===== config.mk =====
export PLATFORM = sky130hd
export DESIGN_NAME = catch
export DESIGN_NICKNAME = d
export VERILOG_FILES = /design/src/rtl/catch_pkg.sv /design/src/rtl/catch_lfsr.sv /design/src/rtl/catch.sv
export SDC_FILE = /design/constraint.sdc
export NUM_CORES = 1
export LEC_CHECK = 0
export ABC_AREA = 1
export CORE_MARGIN = 3
export CORE_UTILIZATION = 60
export DETAILED_ROUTE_END_ITERATION = 8
export PLACE_DENSITY = 0.89
export RECOVER_POWER = 100
export SYNTH_ARGS = -nofsm -noshare
export SYNTH_HDL_FRONTEND = slang
export SYNTH_HIERARCHICAL = 1
export SYNTH_SLANG_ARGS = --single-unit
export TNS_END_PERCENT = 50

===== constraint.sdc =====
create_clock -name clk -period 3.24 [get_ports clk]
set_input_delay 0.324 -clock clk [delete_from_list [all_inputs] [get_ports clk]]
set_output_delay 0.324 -clock clk [all_outputs]
set_load 0.02 [all_outputs]

===== src/rtl/catch_pkg.sv =====
// Shared types and constants for the catch game engine: direction bits,
// LFSR tap masks, counter limit and the grid position struct.
package catch_pkg;

    localparam int DIR_UP    = 3;
    localparam int DIR_DOWN  = 2;
    localparam int DIR_LEFT  = 1;
    localparam int DIR_RIGHT = 0;

    localparam logic [3:0] CNT_MAX = 4'd15;

    // Widest legal coordinate; narrower grids keep the upper bits at zero.
    localparam int POS_W = 3;

    typedef struct packed {
        logic [POS_W-1:0] x;
        logic [POS_W-1:0] y;
    } pos_t;

    // Feedback taps keyed by COORD_W: the top two register bits.
    function automatic logic [7:0] lfsr_taps(input int coord_w);
        logic [7:0] taps;
        case (coord_w)
            3:       taps = 8'b0011_0000;
            default: taps = 8'b0000_1100;
        endcase
        return taps;
    endfunction

endpackage


===== src/rtl/catch_lfsr.sv =====
// Fibonacci LFSR, seed 1, shifting left with feedback into bit 0.
// Latency: next value is combinational, state updates one edge later when en=1; no backpressure.
module catch_lfsr
    import catch_pkg::*;
#(
    parameter int         W    = 4,
    parameter logic [W-1:0] TAPS = W'(lfsr_taps(W / 2))
) (
    input  logic         clk,
    input  logic         rst,
    input  logic         en,
    output logic [W-1:0] lfsr_q,
    output logic [W-1:0] lfsr_d
);

    always_comb begin
        lfsr_d = {lfsr_q[W-2:0], ^(lfsr_q & TAPS)};
    end

    always_ff @(posedge clk or negedge rst) begin
        if (!rst) begin
            lfsr_q <= W'(1);
        end else if (en) begin
            lfsr_q <= lfsr_d;
        end
    end

endmodule


===== src/rtl/catch.sv =====
// Catch-the-target game engine; CATCH_WRAP_EN makes the grid toroidal, otherwise moves clamp at edges.
// Latency: a move is reflected in durum/yakalama_sayisi one edge later; no backpressure, input sampled every clock.
module catch
    import catch_pkg::*;
#(
    parameter int COORD_W = 2
) (
    input  logic       clk,
    input  logic       rst,
    input  logic [3:0] yon,
    output logic       durum,
    output logic [3:0] yakalama_sayisi
);

    localparam int LW = 2 * COORD_W;
    localparam logic [POS_W-1:0] COORD_MAX = POS_W'((1 << COORD_W) - 1);
    localparam logic [POS_W-1:0] COORD_MID = POS_W'(1 << (COORD_W - 1));
    localparam logic [POS_W-1:0] ONE       = POS_W'(1);

    pos_t          player_q, player_d;
    pos_t          target_q, target_d;
    logic [3:0]    cnt_q, cnt_d;
    logic          durum_q, durum_d;
    logic          catch_hit;
    logic [LW-1:0] lfsr_nxt;

    // Opposing requests cancel; only a lone dec or inc moves the axis.
    function automatic logic [POS_W-1:0] step_axis(input logic [POS_W-1:0] c,
                                                    input logic dec,
                                                    input logic inc);
        logic [POS_W-1:0] r;
        r = c;
        if (dec && !inc) begin
`ifdef CATCH_WRAP_EN
            r = (c - ONE) & COORD_MAX;
`else
            if (c != '0) r = c - ONE;
`endif
        end else if (inc && !dec) begin
`ifdef CATCH_WRAP_EN
            r = (c + ONE) & COORD_MAX;
`else
            if (c != COORD_MAX) r = c + ONE;
`endif
        end
        return r;
    endfunction

    catch_lfsr #(
        .W (LW)
    ) u_lfsr (
        .clk    (clk),
        .rst    (rst),
        .en     (1'b1),
        .lfsr_q (),
        .lfsr_d (lfsr_nxt)
    );

    always_comb begin
        player_d   = player_q;
        player_d.x = step_axis(player_q.x, yon[DIR_LEFT], yon[DIR_RIGHT]);
        player_d.y = step_axis(player_q.y, yon[DIR_UP], yon[DIR_DOWN]);

        catch_hit = (player_d == target_q);
        target_d  = target_q;
        cnt_d     = cnt_q;
        durum_d   = catch_hit;
        if (catch_hit) begin
            cnt_d      = (cnt_q == CNT_MAX) ? CNT_MAX : cnt_q + 4'd1;
            // Relocation uses the value the LFSR takes on this same edge.
            target_d.x = POS_W'(lfsr_nxt[LW-1:COORD_W]);
            target_d.y = POS_W'(lfsr_nxt[COORD_W-1:0]);
        end
    end

    always_ff @(posedge clk or negedge rst) begin
        if (!rst) begin
            player_q <= '0;
            target_q <= '{x: COORD_MID, y: COORD_MID};
            cnt_q    <= '0;
            durum_q  <= 1'b0;
        end else begin
            player_q <= player_d;
            target_q <= target_d;
            cnt_q    <= cnt_d;
            durum_q  <= durum_d;
        end
    end

    assign durum           = durum_q;
    assign yakalama_sayisi = cnt_q;

endmodule


# After elaboration in Yosys (flattened, before gate mapping)
# Index checks and enable logic that the tools add are counted.
totals:
  output_inout_bits: 5
  register_bits: 19
  ramBits: 0
  wordCells: 36
  latchBits: 0
  in_bits: 6
  mem_count: 0
  rom_bits: 0
classes:
  eq_ne: 4
  n_mul: 0
  bitwise: 0
  n_lt_le_gt_ge: 0
  div_mod_pow: 0
  n_addsub: 5
  n_mux: 9
  n_reduce_logical: 11
  n_shift: 0
ops:
  columns: ["operator", "n"]
  rows:
  - ["two-way mux 3 bit", 8]
  - ["adder 3 x 1 -> 3 bit, second input constant", 2]
  - ["== test 6 x 5 -> 1 bit", 1]
  - ["inequality test 3 x 2 -> 1 bit, second input constant", 2]
  - ["nonzero test 3 bit", 2]
  - ["subtractor 3 x 1 -> 3 bit, second input constant", 2]
  - ["adder 4 x 1 -> 4 bit, second input constant", 1]
  - ["== test 4 bit, second input constant", 1]
  - ["logical AND 1 bit", 4]
  - ["logical NOT 1 bit", 4]
  - ["two-way mux 4 bit", 1]
  - ["XOR reduction 4 bit", 1]

# Depth between registers and ports, before layout
# Gate-level depths: netlist of run 1.
depth:
  ltp_word: 5
  depth_mapped: 14
  ltp_nobuf: 14

# Modules after synthesis
# Netlist of run 1, hierarchy kept.
by_module_without_submodules:
  columns: ["module", "cells_per_inst", "seq_area_each_um2", "instances", "area_each_um2"]
  rows:
  - ["catch", 135, 377.9, 1, 1041.0]
  - ["catch_lfsr", 23, 101.3, 1, 190.2]

# Least setup slack after synthesis of run 1
# No wires, ideal clock.
synth_path:
  path_type: "reg2reg"
  start: "register player_q[3] (netlist name)"
  end: "register cnt_q[2], in the netlist yakalama_sayisi[2]"
  arrival_time_ns: 1.670
  setup_time_ns: 0.118
  path_stages_with_launch: 13
  path_buffers: 0
  path_slack_ns: 1.452
  synth_period_minus_slack_ns: 1.788
  required_time_ns: 3.122
  cell_sequence: "dfrtp_1 inv_1 ha_1 ha_1 nand3b_1 nand3_1 nand2_1 nand2_1 nand3_2 nor2_8 nand2_4 nand2_1 nand2_1"
synth_between:
  elab_chain_cells: 5
  word_cells_on_any_way: 9
  classes_between: "2 x add/sub; 2 x eq/ne; 4 x mux; 1 x reduce/logical"
synth_lines:
  columns: ["item", "line_no", "source"]
  rows:
  - ["start: declaration", "catch.sv:20", "pos_t player_q, player_d;"]
  - ["start signal: assignment", "catch.sv:83", "player_q <= player_d;"]
  - ["adder 3 x 1 -> 3 bit or inequality test 3 x 2 -> 1 bit (tied branches)", "catch.sv:43", "if (c != COORD_MAX) r = c + ONE;"]
  - ["two-way mux 3 bit", "catch.sv:43", null]
  - ["two-way mux 3 bit", "catch.sv:39", "end else if (inc && !dec) begin"]
  - ["two-way mux 3 bit (*)", "catch.sv:33", "if (dec && !inc) begin"]
  - ["== test 6 x 5 -> 1 bit (*)", "catch.sv:64", "catch_hit = (player_d == target_q);"]
  - ["end signal: assignment", "catch.sv:85", "cnt_q <= cnt_d;"]
  - ["end: declaration", "catch.sv:22", "logic [3:0] cnt_q, cnt_d;"]
# Mark *: on every way between the ends. The rest lies on a longest branch, timed or not.
# A chain may end at the register's enable or synchronous reset.

# Worst setup path after layout of run 1
layout_path:
  start: "register player_q[4] (netlist name)"
  end: "register cnt_q[0], in the netlist yakalama_sayisi[0]"
# Same word-level chain as after synthesis.

==> flow_metrics.py, run 1 <==
metrics = {
    "layout": {
        "most-common-layout-cells": "51 x sky130_fd_sc_hd__nand2_1, 26 x sky130_fd_sc_hd__nand3_1, 23 x sky130_fd_sc_hd__inv_1, 16 x sky130_fd_sc_hd__dfrtp_1, 9 x sky130_fd_sc_hd__ha_1",
        "layoutNonFillerInstCount": 200,
        "antenna_fix_cells": 0,
        "nets": 191,
        "flow.area_growth_from_synthesis_pct": 12.9,
        "utilization_pct": 75.0,
        "leading_cell_type_in_the_layout_fill_and_taps_excluded": "sky130_fd_sc_hd__nand2_1",
        "layout-drive-gt1-share_pct": 10.3,
        "final_area_um2": 1370,
    },
    "critical_path": {
        "cp_data_arrival_time_ns": 2.67,
        "critPathMaxFanout": 9,
        "critPathTopFamily": "simple AND/OR/NAND/NOR gates",
        "criticalPathCategory": "reg -> reg",
        "cpMostUsedCell": "sky130_fd_sc_hd__nand2_1",
        "worst-endpoint-required_ns": 3.43,
        "worst-path-buf-inv": 1,
        "setup.worst_path.end_class": "flop",
        "crit_path_start_kind": "flop",
        "crit_path_top_delay_cell": "sky130_fd_sc_hd__dfrtp_1",
        "crit_path_cell_trace": "inv_1 > ha_1 > ha_1 > nand3b_1 > nand3_1 > nand2_1 > nand2_1 > nand3_2 > nor2_1 > nand2_1 > nand2_1 > nand2_1",
        "critPathMaxStageDelay_ns": 0.42,
    },
    "placement": {
        "place.detailed.hpwl_um": 1900,
        "post_detailed_placement_cell_area_um2": 1360,
        "placed_cells_incl_taps": 196,
        "dp_worst_setup_slack_ns": 1.19,
        "final_gp_congestion": 0.906,
        "port_buffers": 10,
    },
    "timing": {
        "post-route-period-util_pct": 76.8,
        "rsz0062_at_grt": "false",
        "finalSetupViolCount": 0,
        "final-hold-violation-count": 0,
        "holdWs_ns": 0.477,
        "timing.setup.tns_ns": 0,
        "final-max-slew-violation-count": 0,
        "timing.slew.headroom_pct": 44.3,
        "period_minus_ws_final_ns": 2.49,
        "fmax_mhz": 402,
        "worst_slack_ns": 0.752,
        "tightestPinTransition_ns": 0.832,
        "fin_skew_ns": 0.00224,
    },
    "route": {
        "wl_um": 2280,
        "vias": 987,
        "detailedRoute.firstPassIterationCount": 4,
        "detail_route.vias_per_cell": 4.94,
        "detail_route.drc_violations": 0,
        "wire_per_inst_um": 11.4,
        "drt_iter0_drcs": 21,
        "drt.antenna.violating_nets": 0,
    },
    "flow_run": {
        "maxcap_violations": 0,
    },
    "clock_network": {
        "post-cts-setup-buffer-count": 0,
        "cts_buffers": 3,
        "clock_insertion_delay_worst_skew_ns": 0.29,
        "ctsHtreeMaxLevel": 1,
        "clock_sink_count": 19,
        "cts_root_buffer": "sky130_fd_sc_hd__clkbuf_4",
        "cts.reportedPaths.clkPinSlew_ns": 0.10,
        "cts.hold.buffers_added": 0,
        "cts.repair.resized": 0,
        "clock_tree_from_tritoncts": "built",
        "max-clock-path-buffers": 2,
    },
    "die": {
        "placement_rows": 15,
        "dieHeight_um": 50.9,
        "start_util_pct": 66.4,
        "die_area_um2": 2590,
        "die_width_um": 50.9,
        "floorplan.io_pins": 11,
        "fp.coreArea_um2": 1820,
    },
    "power": {
        "vdd.ir_drop.worst_uv": 586,
        "p_switching_uw": 532,
        "pwr-share-comb_pct": 54.2,
        "post_layout_total_power_mw": 1.15,
        "power.density_nw_per_um2": 846,
        "power.share.switching_pct": 46.1,
        "seqPwrFrac_pct": 35.8,
        "leakage_nw": 0.764,
        "clkPwrFrac_pct": 10.0,
        "p_int_uw": 623,
    },
    "global_routing": {
        "grt_pass1_vias": 952,
        "globalRouteOverflowTotal": 0,
        "grt.total_usage_pct": 20.8,
        "wire_length_of_the_first_global_routing_pass_um": 4060,
        "grt_max_degree": 20,
        "antenna_found_initial": 0,
    },
    "worst_hold_path": {
        "worstHoldPathType": "reg -> reg",
    },
    "status": {
        "status": "finished clean",
    },
    "synthesis": {
        "syn_area_per_cell_um2": 7.80,
        "ys.warnings.count": 6,
        "post_synth_inst_count": 155,
        "synth_area_um2": 1210,
    },
}
[worst reg2reg max path, cell delays in order (launching register included)]
cell and delay, ns:
sky130_fd_sc_hd__dfrtp_1 0.42, sky130_fd_sc_hd__inv_1 0.07, sky130_fd_sc_hd__ha_1 0.20, sky130_fd_sc_hd__ha_1 0.22, sky130_fd_sc_hd__nand3b_1 0.20, sky130_fd_sc_hd__nand3_1 0.13
sky130_fd_sc_hd__nand2_1 0.09, sky130_fd_sc_hd__nand2_1 0.08, sky130_fd_sc_hd__nand3_2 0.07, sky130_fd_sc_hd__nor2_1 0.41, sky130_fd_sc_hd__nand2_1 0.31, sky130_fd_sc_hd__nand2_1 0.13
sky130_fd_sc_hd__nand2_1 0.07
[flip-flops by register name (all words and copies together), names as in the netlist]
| signal | cells |
|---|---|
| player_q | 6 |
| durum | 1 |
| u_lfsr/lfsr_q | 4 |
| yakalama_sayisi | 4 |
| target_q | 4 |
[cell type report]
class | count | area [um2]
Fill cell | 150 | 455
Clock buffer | 4 | 26.3
Inverter | 25 | 93.8
Sequential cell | 19 | 479
Tap cell | 25 | 31.3
Timing Repair Buffer | 10 | 100
Multi-Input combinational cell | 117 | 634
[metal layers]
layer  global-route usage [%]  wire length (um)  up-vias
met5                        0                 0        -
met4                     4.48                14        0
met3                     4.08                60        2
met2                     38.9              1230       15
met1                     24.4               973      451
li1                         -                 -      519
[power groups by stage]
stage	registers (mW)	logic (mW)	clock network [mW]
finish	0.414	0.625	0.116
global placement	0.416	0.650	0
global route	0.426	0.706	0.130
floorplan	0.435	0.493	0
detailed placement	0.421	0.691	0
CTS	0.416	0.697	0.119
[path summary, 6_finish.rpt]
check                             from  cells after the start                 end  slack (ns)
setup reg to reg           player_q[4]                     12  yakalama_sayisi[0]        0.75
hold reg to reg            target_q[4]                      2         target_q[4]        0.48
hold / removal             target_q[4]                      2         target_q[4]        0.48
max in group asynchronous          rst                      1         player_q[1]        2.16
setup / recovery           player_q[4]                     12  yakalama_sayisi[0]        0.75
min in group asynchronous          rst                      1               durum        0.56
Note: power is estimated with default switching activity, not from simulation.
==> inputs of run 2 (changes only) <==
Settings changed: CORE_UTILIZATION 60 to 56, PLACE_DENSITY 0.89 to 0.84.
Clock period 3.24 ns to 2.5 ns, I/O delays scaled along.
==> flow_metrics.py, run 2 (synthesis results as in run 1) <==
metrics = {
    "status": {
        "status": "finished clean",
    },
    "global_routing": {
        "wire_length_of_the_first_global_routing_pass_um": 3820,
        "globalRouteOverflowTotal": 0,
        "grt_max_degree": 20,
        "antenna_found_initial": 0,
        "grt.total_usage_pct": 18.3,
        "grt_pass1_vias": 1020,
    },
    "layout": {
        "layout-drive-gt1-share_pct": 10.9,
        "top_register": "player_q",
        "num-fill-cells": 166,
        "nets": 191,
        "most-common-layout-cells": "50 x sky130_fd_sc_hd__nand2_1, 27 x sky130_fd_sc_hd__nand3_1, 23 x sky130_fd_sc_hd__inv_1, 16 x sky130_fd_sc_hd__dfrtp_1, 9 x sky130_fd_sc_hd__ha_1",
        "largest_register_ffs": 6,
        "multiInputGateArea_um2": 653,
        "leading_cell_type_in_the_layout_fill_and_taps_excluded": "sky130_fd_sc_hd__nand2_1",
        "seq_area_um2": 479,
        "final_area_um2": 1390,
        "antenna_fix_cells": 0,
        "flow.area_growth_from_synthesis_pct": 14.7,
    },
    "route": {
        "met3_length_um": 51,
        "top_layer_used": "met4",
        "met1Wirelength_um": 922,
        "met2_length_um": 1050,
        "detailedRoute.firstPassIterationCount": 4,
        "drt.antenna.violating_nets": 0,
        "detail_route.vias_per_cell": 4.89,
        "vias": 987,
        "wire_per_inst_um": 10.0,
        "detail_route.drc_violations": 0,
        "wl_um": 2030,
        "drt_iter0_drcs": 13,
    },
    "critical_path": {
        "criticalPathCategory": "reg -> reg",
        "crit_path_start_kind": "flop",
        "cp_data_arrival_time_ns": 2.22,
        "worst-endpoint-required_ns": 2.67,
        "critPathMaxFanout": 9,
        "setup.worst_path.end_class": "flop",
    },
    "clock_network": {
        "post-cts-setup-buffer-count": 0,
        "clock_insertion_delay_worst_skew_ns": 0.28,
        "cts_buffers": 3,
        "ctsHtreeMaxLevel": 1,
        "cts.repair.resized": 0,
        "cts.reportedPaths.clkPinSlew_ns": 0.10,
        "clock_sink_count": 19,
        "cts.hold.buffers_added": 0,
        "clock_tree_from_tritoncts": "built",
        "max-clock-path-buffers": 2,
        "cts_root_buffer": "sky130_fd_sc_hd__clkbuf_4",
    },
    "timing": {
        "period_minus_ws_final_ns": 2.05,
        "final-hold-violation-count": 0,
        "finalSetupViolCount": 0,
        "rsz0062_at_grt": "false",
        "final-max-slew-violation-count": 0,
        "tightestPinTransition_ns": 0.825,
        "timing.setup.tns_ns": 0,
        "post-route-period-util_pct": 81.8,
        "fmax_mhz": 489,
        "fin_skew_ns": 0.00521,
        "timing.slew.headroom_pct": 44.8,
    },
    "placement": {
        "place.detailed.hpwl_um": 1680,
        "port_buffers": 10,
        "post_detailed_placement_cell_area_um2": 1370,
        "final_gp_congestion": 0.733,
    },
    "power": {
        "vdd.ir_drop.worst_uv": 677,
        "leakage_nw": 0.781,
        "power.density_nw_per_um2": 1100,
    },
    "die": {
        "die_area_um2": 2750,
        "floorplan.io_pins": 11,
        "fp.coreArea_um2": 2000,
        "dieHeight_um": 52.5,
        "placement_rows": 16,
        "die_width_um": 52.5,
        "start_util_pct": 60.4,
    },
    "flow_run": {
        "maxcap_violations": 0,
    },
    "worst_hold_path": {
        "worstHoldPathType": "reg -> reg",
    },
}
==> run 2: changes by cell type in the layout (fill, tap and decap cells not counted) <==
cell / change
sky130_fd_sc_hd__nand2_1: -1
sky130_fd_sc_hd__nand2_4: +1
sky130_fd_sc_hd__nand3_1: +1
sky130_fd_sc_hd__nand3_2: -1
sky130_fd_sc_hd__nor2_1: -1
sky130_fd_sc_hd__nor2_8: +1
==> run 2: area by class of cell <==
type / instances / share of cell area, %
sequential: 19 / 34.6
inverter: 25 / 6.77
timing repair buffer: 10 / 7.22
clock buffer: 4 / 1.90
tap: 27 / 2.44
multi-input combinational: 117 / 47.1
==> run 2: routing by layer <==
metal / global-route usage [%] / vias to the layer above
met2: 33.5 / 14
met5: 0 / -
met3: 3.42 / 2
met1: 21.4 / 454
met4: 5.11 / 0
li1: - / 517
==> run 2: critical path: stages, from the launching register on <==
cell                       delay [ns]
sky130_fd_sc_hd__dfrtp_1         0.42
sky130_fd_sc_hd__inv_1           0.06
sky130_fd_sc_hd__ha_1            0.19
sky130_fd_sc_hd__ha_1            0.21
sky130_fd_sc_hd__nand3b_1        0.19
sky130_fd_sc_hd__nand3_1         0.12
sky130_fd_sc_hd__nand2_1         0.07
sky130_fd_sc_hd__nand2_1         0.06
sky130_fd_sc_hd__nand3_1         0.17
sky130_fd_sc_hd__nor2_8          0.22
sky130_fd_sc_hd__nand2_4         0.10
sky130_fd_sc_hd__nand2_1         0.07
sky130_fd_sc_hd__nand2_1         0.06
==> run 2: through the flow <==
stage / instances / hold WS, ns / utilization, % / power [mW] / worst slack, ns
2_1_floorplan: 161 / -0.0456 / - / 1.20 / 0.712
3_3_place_gp: 198 / 0.459 / 68.2 / 1.38 / 0.603
3_5_place_dp: 198 / 0.462 / 68.2 / 1.42 / 0.529
4_1_cts: 202 / 0.456 / 69.5 / 1.57 / 0.506
5_1_grt: 202 / 0.500 / 69.3 / 1.68 / 0.226
6_report: 202 / 0.475 / 69.3 / 1.52 / 0.454
==> run 2: final timing paths <==
path	start	endpoint	slack, ns	depth (start not counted)
worst max-delay path	player_q[4]	yakalama_sayisi[0]	0.45	12
max in group asynchronous	rst	u_lfsr/lfsr_q[1]	1.49	1
worst min register to register	target_q[4]	target_q[4]	0.48	2
min in group asynchronous	rst	player_q[2]	0.50	1
worst max register to register	player_q[4]	yakalama_sayisi[0]	0.45	12
worst min-delay path	target_q[4]	target_q[4]	0.48	2
==> run 2: where the power goes <==
part,switching [mW],internal (mW)
logic,0.517,0.324
registers,0.101,0.435
clock network,0.0858,0.0619
total,0.703,0.821
==> patch (flow settings as in run 1) <==
Build with the macro `CATCH_WRAP_EN` defined.
--- a/src/rtl/catch.sv
+++ b/src/rtl/catch.sv
@@ -1,4 +1,6 @@
 // Catch-the-target game engine; CATCH_WRAP_EN makes the grid toroidal, otherwise moves clamp at edges.
 // Latency: a move is reflected in durum/yakalama_sayisi one edge later; no backpressure, input sampled every clock.
+`define CATCH_WRAP_EN
+
 module catch
     import catch_pkg::*;
Behaviour: not the same (a bounded check fails within 4 cycles, from zero or initial values and one cycle with rst low).
==> patch against run 1 <==
Combinational power fell by 35%. Clock skew fell by 1.2 ps. Sequential cell count unchanged. Setup slack better by 240 ps. Cell area is 15% lower. Synthesized cell count down 14%. Utilization is 0.42 points lower. Wire length decreased by 15%. Area after synthesis shrank 16%. Sequential share of layout area up 6.1 points. Total power fell by 21%.
==> patch: results (changes against run 1) <==
Outcome
  • Status: finished, final reports clean

CTS
  • CTS Buf Count: 3 (unchanged)
  • Post-CTS Setup Inserts: 0 (unchanged)
  • Clk_lat worst skew: 290 ps (about the same)
  • Max H-tree Level: 1 (unchanged)

Layout
  • Fill count: 118 (-21%)
  • Fin nets: 161 (-16%)
  • Share of cells above drive strength 1: 10.5% (+0.17 points)

Critical path
  • Max FO, Critical Path: 9 (unchanged)
  • WP data arrival: 2440 ps (-230 ps)

Drt
  • Initial drt markers: 13 (-38%)
  • Final WL: 1930 microns (-15%)
  • TritonRoute pass-1 iters: 4 (unchanged)
  • Vias: 864 (-12%)

Power
  • Worst IR drop on VDD: 483 uV (-18%)
  • Lkg Pwr: 0.698 nW (-8.6%)
  • Sw frac: 43.2% (-2.9 points)

STA
  • Final clock skew: 1.06 ps (-1.18 ps)
  • Slew @ Worst Pin: 870 ps (+37.9 ps)

Place
  • Placer Congestion: 0.734 (-19%)
  • Post-DP HPWL: 1520 microns (-20%)
  • I/O Buffers: 10 (unchanged)

Global routing
  • Global-route wire length before repair: 3080 microns (-24%)
  • Vias in the first global route: 792 (-17%)
  • Initial antenna violation count: 0 (unchanged)
  • Total GRT Usage: 19.8% (-0.99 points)
## patch: power by group through the flow
| stage | combinational [mW] | sequential (mW) | clock (mW) |
|---|---|---|---|
| 2_1_floorplan | 0.301 | 0.412 | 0 |
| 3_3_place_gp | 0.431 | 0.391 | 0 |
| 3_5_place_dp | 0.457 | 0.396 | 0 |
| 4_1_cts | 0.459 | 0.391 | 0.120 |
| 5_1_grt | 0.460 | 0.402 | 0.131 |
| 6_report | 0.406 | 0.389 | 0.119 |
## patch: path summary, 6_finish.rpt
path	end	slack [ps]	depth (start not counted)	start
max in group asynchronous	player_q[4]	2130	1	rst
worst max-delay path	target_q[3]	990	12	yon[1]
worst max register to register	target_q[3]	1300	10	player_q[3]
worst min-delay path	target_q[1]	490	2	target_q[1]
min in group asynchronous	player_q[5]	580	1	rst
worst min register to register	target_q[1]	490	2	target_q[1]
## patch: area by class of cell
type,instances,area [sq um],area share [%]
well taps,16,20.0,1.72
repair buffers,10,100,8.61
inverters,23,86.3,7.43
clock inverters,1,5.00,0.431
flip-flops and latches,19,479,41.2
multi-input cells,97,449,38.6
clock buffers,3,22.5,1.94
## patch: metal layers
metal / vias up / track usage, % / share of wire (%)
li1: 443 / - / -
met1: 397 / 21.1 / 42
met2: 20 / 36.1 / 52
met3: 4 / 4.60 / 4.5
met4: 0 / 9.39 / 1.6
met5: - / 0 / 0
## patch: metrics by stage
stage | hold WS [ps] | area, sq um | cells | util (%) | setup slack [ps]
finish | 490 | 1160 | 169 | 74.6 | 989
global route | 517 | 1160 | 169 | 74.6 | 743
CTS | 492 | 1190 | 169 | 76.4 | 1510
detailed placement | 475 | 1160 | 165 | 74.6 | 1310
global placement | 459 | 1160 | 165 | 74.6 | 1400
floorplan | 28.4 | 1040 | 139 | - | 1980
## patch: worst max-delay path: stages
cell	delay, ps
dlygate4sd3_1	570
inv_1	50
nand2_1	120
nand2_1	90
nand3b_1	120
nand2_1	80
nand2_1	70
nand2_2	50
nor2_1	410
nand2_1	330
nand2_1	160
nand2_1	70
